**config.mk**
```make
export PLATFORM = sky130hd
export DESIGN_NAME = leaf_user_stream_fifo
export DESIGN_NICKNAME = d
export VERILOG_FILES = /design/src/rtl/leaf_user_stream_fifo.sv
export SDC_FILE = /design/constraint.sdc
export NUM_CORES = 1
export LEC_CHECK = 0
export CORE_MARGIN = 2
export CORE_UTILIZATION = 59
export DETAILED_ROUTE_END_ITERATION = 10
export GPL_TIMING_DRIVEN = 0
export PLACE_DENSITY = 0.78
export SYNTH_ARGS = -nofsm -noshare
export SYNTH_HDL_FRONTEND = slang
export SYNTH_SLANG_ARGS = --single-unit
```
**constraint.sdc**
```tcl
create_clock -name clk -period 4.3 [get_ports clk]
set_clock_uncertainty 0.05 [all_clocks]
set_input_delay 0.86 -clock clk [delete_from_list [all_inputs] [get_ports clk]]
set_output_delay 0.86 -clock clk [all_outputs]
set_load 0.01 [all_outputs]
```
**src/rtl/leaf_user_stream_fifo.sv**
```systemverilog
// Elastic buffer between the leaf_interface user stream and a user kernel input port.
// Latency: a word pushed into an empty buffer appears on dout/vld_out one cycle after the push.
// Backpressure: ack_out is a registered !full and never depends on vld_in or ack_in in the same cycle.
//
// Ports:
//   clk, reset          clock, synchronous active-high reset
//   din, vld_in, ack_out    upstream side (leaf_interface dout/vld, ack back to it)
//   dout, vld_out, ack_in   downstream side (kernel Input_N_V_V, _ap_vld, _ap_ack)
//   count               occupancy 0..2**DEPTH_BITS
//   almost_full         count >= AFULL_LEVEL
//   words_out           words delivered to the kernel since reset, modulo 2**32
module leaf_user_stream_fifo #(
  parameter int PAYLOAD_BITS = 32,
  parameter int DEPTH_BITS   = 4,
  parameter int AFULL_LEVEL  = 12
) (
  input  logic                    clk,
  input  logic                    reset,
  input  logic [PAYLOAD_BITS-1:0] din,
  input  logic                    vld_in,
  output logic                    ack_out,
  output logic [PAYLOAD_BITS-1:0] dout,
  output logic                    vld_out,
  input  logic                    ack_in,
  output logic [DEPTH_BITS:0]     count,
  output logic                    almost_full,
  output logic [31:0]             words_out
);

  localparam int                    DEPTH     = 1 << DEPTH_BITS;
  localparam logic [DEPTH_BITS:0]   DEPTH_CNT = (DEPTH_BITS+1)'(DEPTH);
  localparam logic [DEPTH_BITS:0]   AFULL_CNT = (DEPTH_BITS+1)'(AFULL_LEVEL);
  localparam logic [DEPTH_BITS:0]   CNT_ONE   = (DEPTH_BITS+1)'(1);
  localparam logic [DEPTH_BITS-1:0] PTR_ONE   = DEPTH_BITS'(1);

  // Storage is never reset; only pointers and count define what is valid.
  logic [PAYLOAD_BITS-1:0] mem_q [DEPTH];

  logic [DEPTH_BITS-1:0] wr_ptr_q, wr_ptr_d;
  logic [DEPTH_BITS-1:0] rd_ptr_q, rd_ptr_d;
  logic [DEPTH_BITS:0]   count_q, count_d;
  logic                  ack_q, ack_d;
  logic                  afull_q, afull_d;
  logic [31:0]           words_q, words_d;

  logic not_empty;
  logic push;
  logic pop;

  assign not_empty = (count_q != '0);

  // A handshake only counts when both sides agree in the same cycle. Since
  // ack_q is low whenever the buffer is full, there is no pass-through path.
  assign push = vld_in & ack_q;
  assign pop  = not_empty & ack_in;

  always_comb begin
    wr_ptr_d = wr_ptr_q;
    rd_ptr_d = rd_ptr_q;
    count_d  = count_q;
    words_d  = words_q;

    if (push) begin
      wr_ptr_d = wr_ptr_q + PTR_ONE;
    end
    if (pop) begin
      rd_ptr_d = rd_ptr_q + PTR_ONE;
      words_d  = words_q + 32'd1;
    end

    unique case ({push, pop})
      2'b10:   count_d = count_q + CNT_ONE;
      2'b01:   count_d = count_q - CNT_ONE;
      default: count_d = count_q;
    endcase

    // Both flags follow the next-state count so they change in the same
    // cycle the count output does.
    ack_d   = (count_d != DEPTH_CNT);
    afull_d = (count_d >= AFULL_CNT);
  end

  always_ff @(posedge clk) begin
    if (reset) begin
      wr_ptr_q <= '0;
      rd_ptr_q <= '0;
      count_q  <= '0;
      ack_q    <= 1'b0;
      afull_q  <= 1'b0;
      words_q  <= '0;
    end else begin
      wr_ptr_q <= wr_ptr_d;
      rd_ptr_q <= rd_ptr_d;
      count_q  <= count_d;
      ack_q    <= ack_d;
      afull_q  <= afull_d;
      words_q  <= words_d;
    end
  end

  always_ff @(posedge clk) begin
    if (push && !reset) begin
      mem_q[wr_ptr_q] <= din;
    end
  end

  // Asynchronous head read: the slot under rd_ptr_q cannot be overwritten
  // while it is valid, so dout holds steady until the word is consumed.
  assign dout        = mem_q[rd_ptr_q];
  assign vld_out     = not_empty;
  assign ack_out     = ack_q;
  assign count       = count_q;
  assign almost_full = afull_q;
  assign words_out   = words_q;

endmodule

```
==> results of run 1 <==
-- sequential cells by signal, summed over array words and instances, names as in the netlist, named ones only --
| register | count |
|---|---|
| mem_q | 512 |
| words_out | 32 |
| count | 5 |
| wr_ptr_q | 4 |
| almost_full | 1 |
| rd_ptr_q | 4 |
| ack_out | 1 |
-- cell usage after synthesis (4+ instances only) --
| master | instances | area [sq um] |
|---|---|---|
| a21oi_1 | 12 | 60.1 |
| and4_1 | 5 | 43.8 |
| buf_2 | 15 | 75.1 |
| clkbuf_1 | 28 | 105 |
| dfxtp_1 | 51 | 1020 |
| edfxtp_1 | 512 | 15400 |
| ha_1 | 9 | 113 |
| inv_1 | 14 | 52.6 |
| mux4_2 | 160 | 3600 |
| nand2_1 | 17 | 63.8 |
| nand3_1 | 10 | 50.1 |
| nand4_1 | 4 | 25.0 |
| nor2_1 | 63 | 236 |
| nor3_1 | 10 | 50.1 |
| nor4_1 | 6 | 37.5 |
| o21ai_0 | 6 | 30.0 |
| or3_1 | 5 | 31.3 |
| xnor2_1 | 24 | 210 |
| xor2_1 | 11 | 96.3 |
-- power groups by stage --
stage | logic [mW] | clock network, mW | registers, mW
CTS | 2.80 | 4.67 | 6.11
floorplan | 1.81 | 0 | 6.23
detailed placement | 2.75 | 0 | 6.22
global route | 2.98 | 4.87 | 6.12
finish | 2.79 | 4.61 | 6.11
global placement | 2.68 | 0 | 6.22
-- cell families after synthesis --
logic type,synth area share (%)
xor gates and xnor gates,1.42
muxes,16.8
AOI/OAI and AO/OA,1.12
adders and majority gates,0.520
and+or+nand+nor,3.08
buffers and inverters,1.25
DFF,75.8
-- what timing repair did --
item / 4_1_cts / 5_1_grt
gates resized for setup: 18 / 20
setup endpoints to repair: 32 / 32
endpoints found under the hold margin: 0 / 0
gates cloned: 0 / 0
-- layout by cell type (no fill, tap or decap), types with 2 or more instances in the layout --
cell type	instances
a21oi_1	12
and2_1	2
nand2_1	17
buf_16	4
xnor2_1	24
nand3_1	10
buf_12	12
nand3b_1	3
clkinv_2	5
and4_1	5
inv_1	14
buf_4	5
bufinv_16	4
buf_2	4
dfxtp_1	51
clkinv_1	14
or3_1	5
clkbuf_2	15
nor4_1	6
ha_1	9
mux2i_1	3
o21ai_0	6
nor2_1	47
nand4_1	4
clkinvlp_4	3
mux4_2	160
edfxtp_1	512
nor3_1	10
clkbuf_4	8
clkdlybuf4s50_1	107
xor2_1	11
nor2_4	17
buf_6	2
clkbuf_1	28
clkbuf_16	57
-- metrics by stage --
stage | area [sq um] | hold slack (ps) | setup WS (ps) | total power, mW | instances
2_1_floorplan | 21600 | 432 | 964 | 8.04 | 1002
3_3_place_gp | 23300 | 432 | -1170 | 8.90 | 1577
3_5_place_dp | 23800 | 452 | 221 | 8.97 | 1593
4_1_cts | 25500 | 461 | -80.8 | 13.6 | 1694
5_1_grt | 25500 | 494 | 13.2 | 14.0 | 1694
6_report | 25500 | 458 | 118 | 13.5 | 1695
-- routing by layer --
layer,up-vias,wire length [um],global-route usage [%]
met5,-,0,0
li1,4514,-,-
met2,537,24300,43.4
met3,97,4360,5.18
met1,5604,18500,36.2
met4,0,1180,8.51
-- path summary, 6_finish.rpt --
path,start,endpoint,slack [ps],cells after the start
max,flip-flop,dout[6],120,5
min,words_out[5],words_out[5],460,2
max reg2reg,count[2],almost_full,670,13
min reg2reg,words_out[5],words_out[5],460,2
-- worst min-delay path: stages (launching register included) --
cell	delay, ps
dfxtp_1	330
o21ai_0	70
a21oi_1	60
-- layout make-up --
class                      count  share of cell area (%)
sequential                   563                    64.2
multi-input combinational    377                    19.9
clock buffer                  73                    5.82
timing repair buffer         123                    5.56
tap                          468                    2.29
buffer                        48                    1.08
clock inverter                28                   0.916
inverter                      14                   0.206
antenna                        1                 0.00980
==> out/qor.json, run 1 <==
{
  "synth": {
    "async_flop_share_pct": 0,
    "synth-warning-count": 0,
    "yosys_most_used_dff": "edfxtp_1",
    "synth_seq_area_share_pct": 75.8,
    "synthCells": 1002,
    "synth.avg_cell_area_sq_um": 21.6,
    "synthesis.nets": 1047,
    "synthDistinctLibCells": 52,
    "number_of_enable_type_register_cells_in_the_synthesized_netlist": 512,
    "netlist_area_sq_um": 21600,
    "yosys_register_bits": 563
  },
  "global_routing": {
    "grt_pass1_vias": 11100,
    "largest_net_degree_at_the_start_of_global_routing": 23,
    "grt_antenna_before_repair": 1,
    "first_pass_grt_wire_length_um": 71800,
    "overflow": 0,
    "globalRouteTotalUtil_pct": 26.4
  },
  "cts": {
    "cts.hold.buffers_added": 0,
    "tritoncts": "done",
    "deepest_clock_path_buffer_count": 3,
    "clk_latency_ps": 590,
    "post-cts-setup-buffer-count": 0,
    "cts-root-buf": "clkbuf_16",
    "clkTransAtPathRegs_ps": 60,
    "tritoncts.num_buffers": 55,
    "cts.sinks": 563,
    "clock_tree.htree_level_count": 2
  },
  "power": {
    "internal_power_mw": 10.2,
    "pwr-share-seq_pct": 45.2,
    "p_sw_share_pct": 24.6,
    "power_density_nw_per_um2": 529,
    "power.clock.fraction_pct": 34.1,
    "power.combinational.fraction_pct": 20.7,
    "switchingPower_mw": 3.33,
    "peakVddDrop_uv": 397,
    "p_leak_nw": 7.82
  },
  "die": {
    "fp.dieW_um": 196,
    "floorplan.die.height_um": 196,
    "initial_core_util_pct": 59.5,
    "dieArea_sq_um": 38200,
    "std_cell_rows": 70,
    "pin_count": 108,
    "coreArea_sq_um": 36300
  },
  "timing": {
    "total_setup_violations_reported_at_the_end_of_the_flow": 0,
    "max-slew-margin-rel_pct": 34.8,
    "slew_viol_final": 0,
    "worstMarginPinSlew_ps": 979,
    "setup-tns-final_ps": 0,
    "final.period_utilization_pct": 97.3,
    "min_period_ps": 4180,
    "finalHoldViolations": 0,
    "rsz0062_at_grt": "no",
    "clock.fmax_mhz": 239
  },
  "setup_path": {
    "critical-path-max-stage-delay_ps": 550,
    "critPathRequiredTime_ps": 3390,
    "worstPathMaxFanout": 10,
    "crit_path_cell_trace": "clkbuf_1 > buf_2 > mux4_2 > mux4_2 > clkdlybuf4s50_1",
    "timing.critical_path.mode_cell": "mux4_2",
    "critPathTopFamily": "buffers and inverters",
    "critical_path.n_buffers_inverters": 3,
    "arrival_ps": 3270,
    "cp-end-kind": "output port",
    "critical_path.startpoint_type": "flip-flop",
    "cell_with_the_largest_stage_delay_on_the_worst_path": "mux4_2",
    "path_class": "flip-flop to output port"
  },
  "place": {
    "place.detailed.hpwl_um": 27800,
    "buffers_added_on_ports": 107,
    "finalWeightedCongestion": 0.773
  },
  "routing": {
    "drc": 0,
    "avgViaCountPerCell": 6.34,
    "routed_length_per_placed_instance_um": 28.5,
    "drtIter0Drc": 1144,
    "dr_total_vias": 10800,
    "number_of_detailed_route_iterations_in_the_first_pass": 5,
    "route.antenna.remaining_nets": 0,
    "drt_wl_total_um": 48300
  },
  "final_layout": {
    "drive_above_1_share_pct": 25.3,
    "layout.nets": 1227,
    "multi_input_comb_area_sq_um": 5090,
    "area.sequential_sq_um": 16400,
    "postLayoutCoreUtil_pct": 70.3,
    "filler_cell_count": 2107,
    "area.growth.synth_to_final_pct": 18.1
  },
  "run_status": {
    "run_status": "finished, final reports clean"
  },
  "run": {
    "cap_viol_max_count": 0
  },
  "hold_path": {
    "worst_hold_path_type": "flip-flop to flip-flop"
  }
}
Power figures use the tool's default switching activity.
==> run 2, diff against run 1 <==
HOLD_SLACK_MARGIN = 0.05   (was not set)
==> results of run 2 <==
No change in the layout: final DEF, timing and power equal those of run 1.
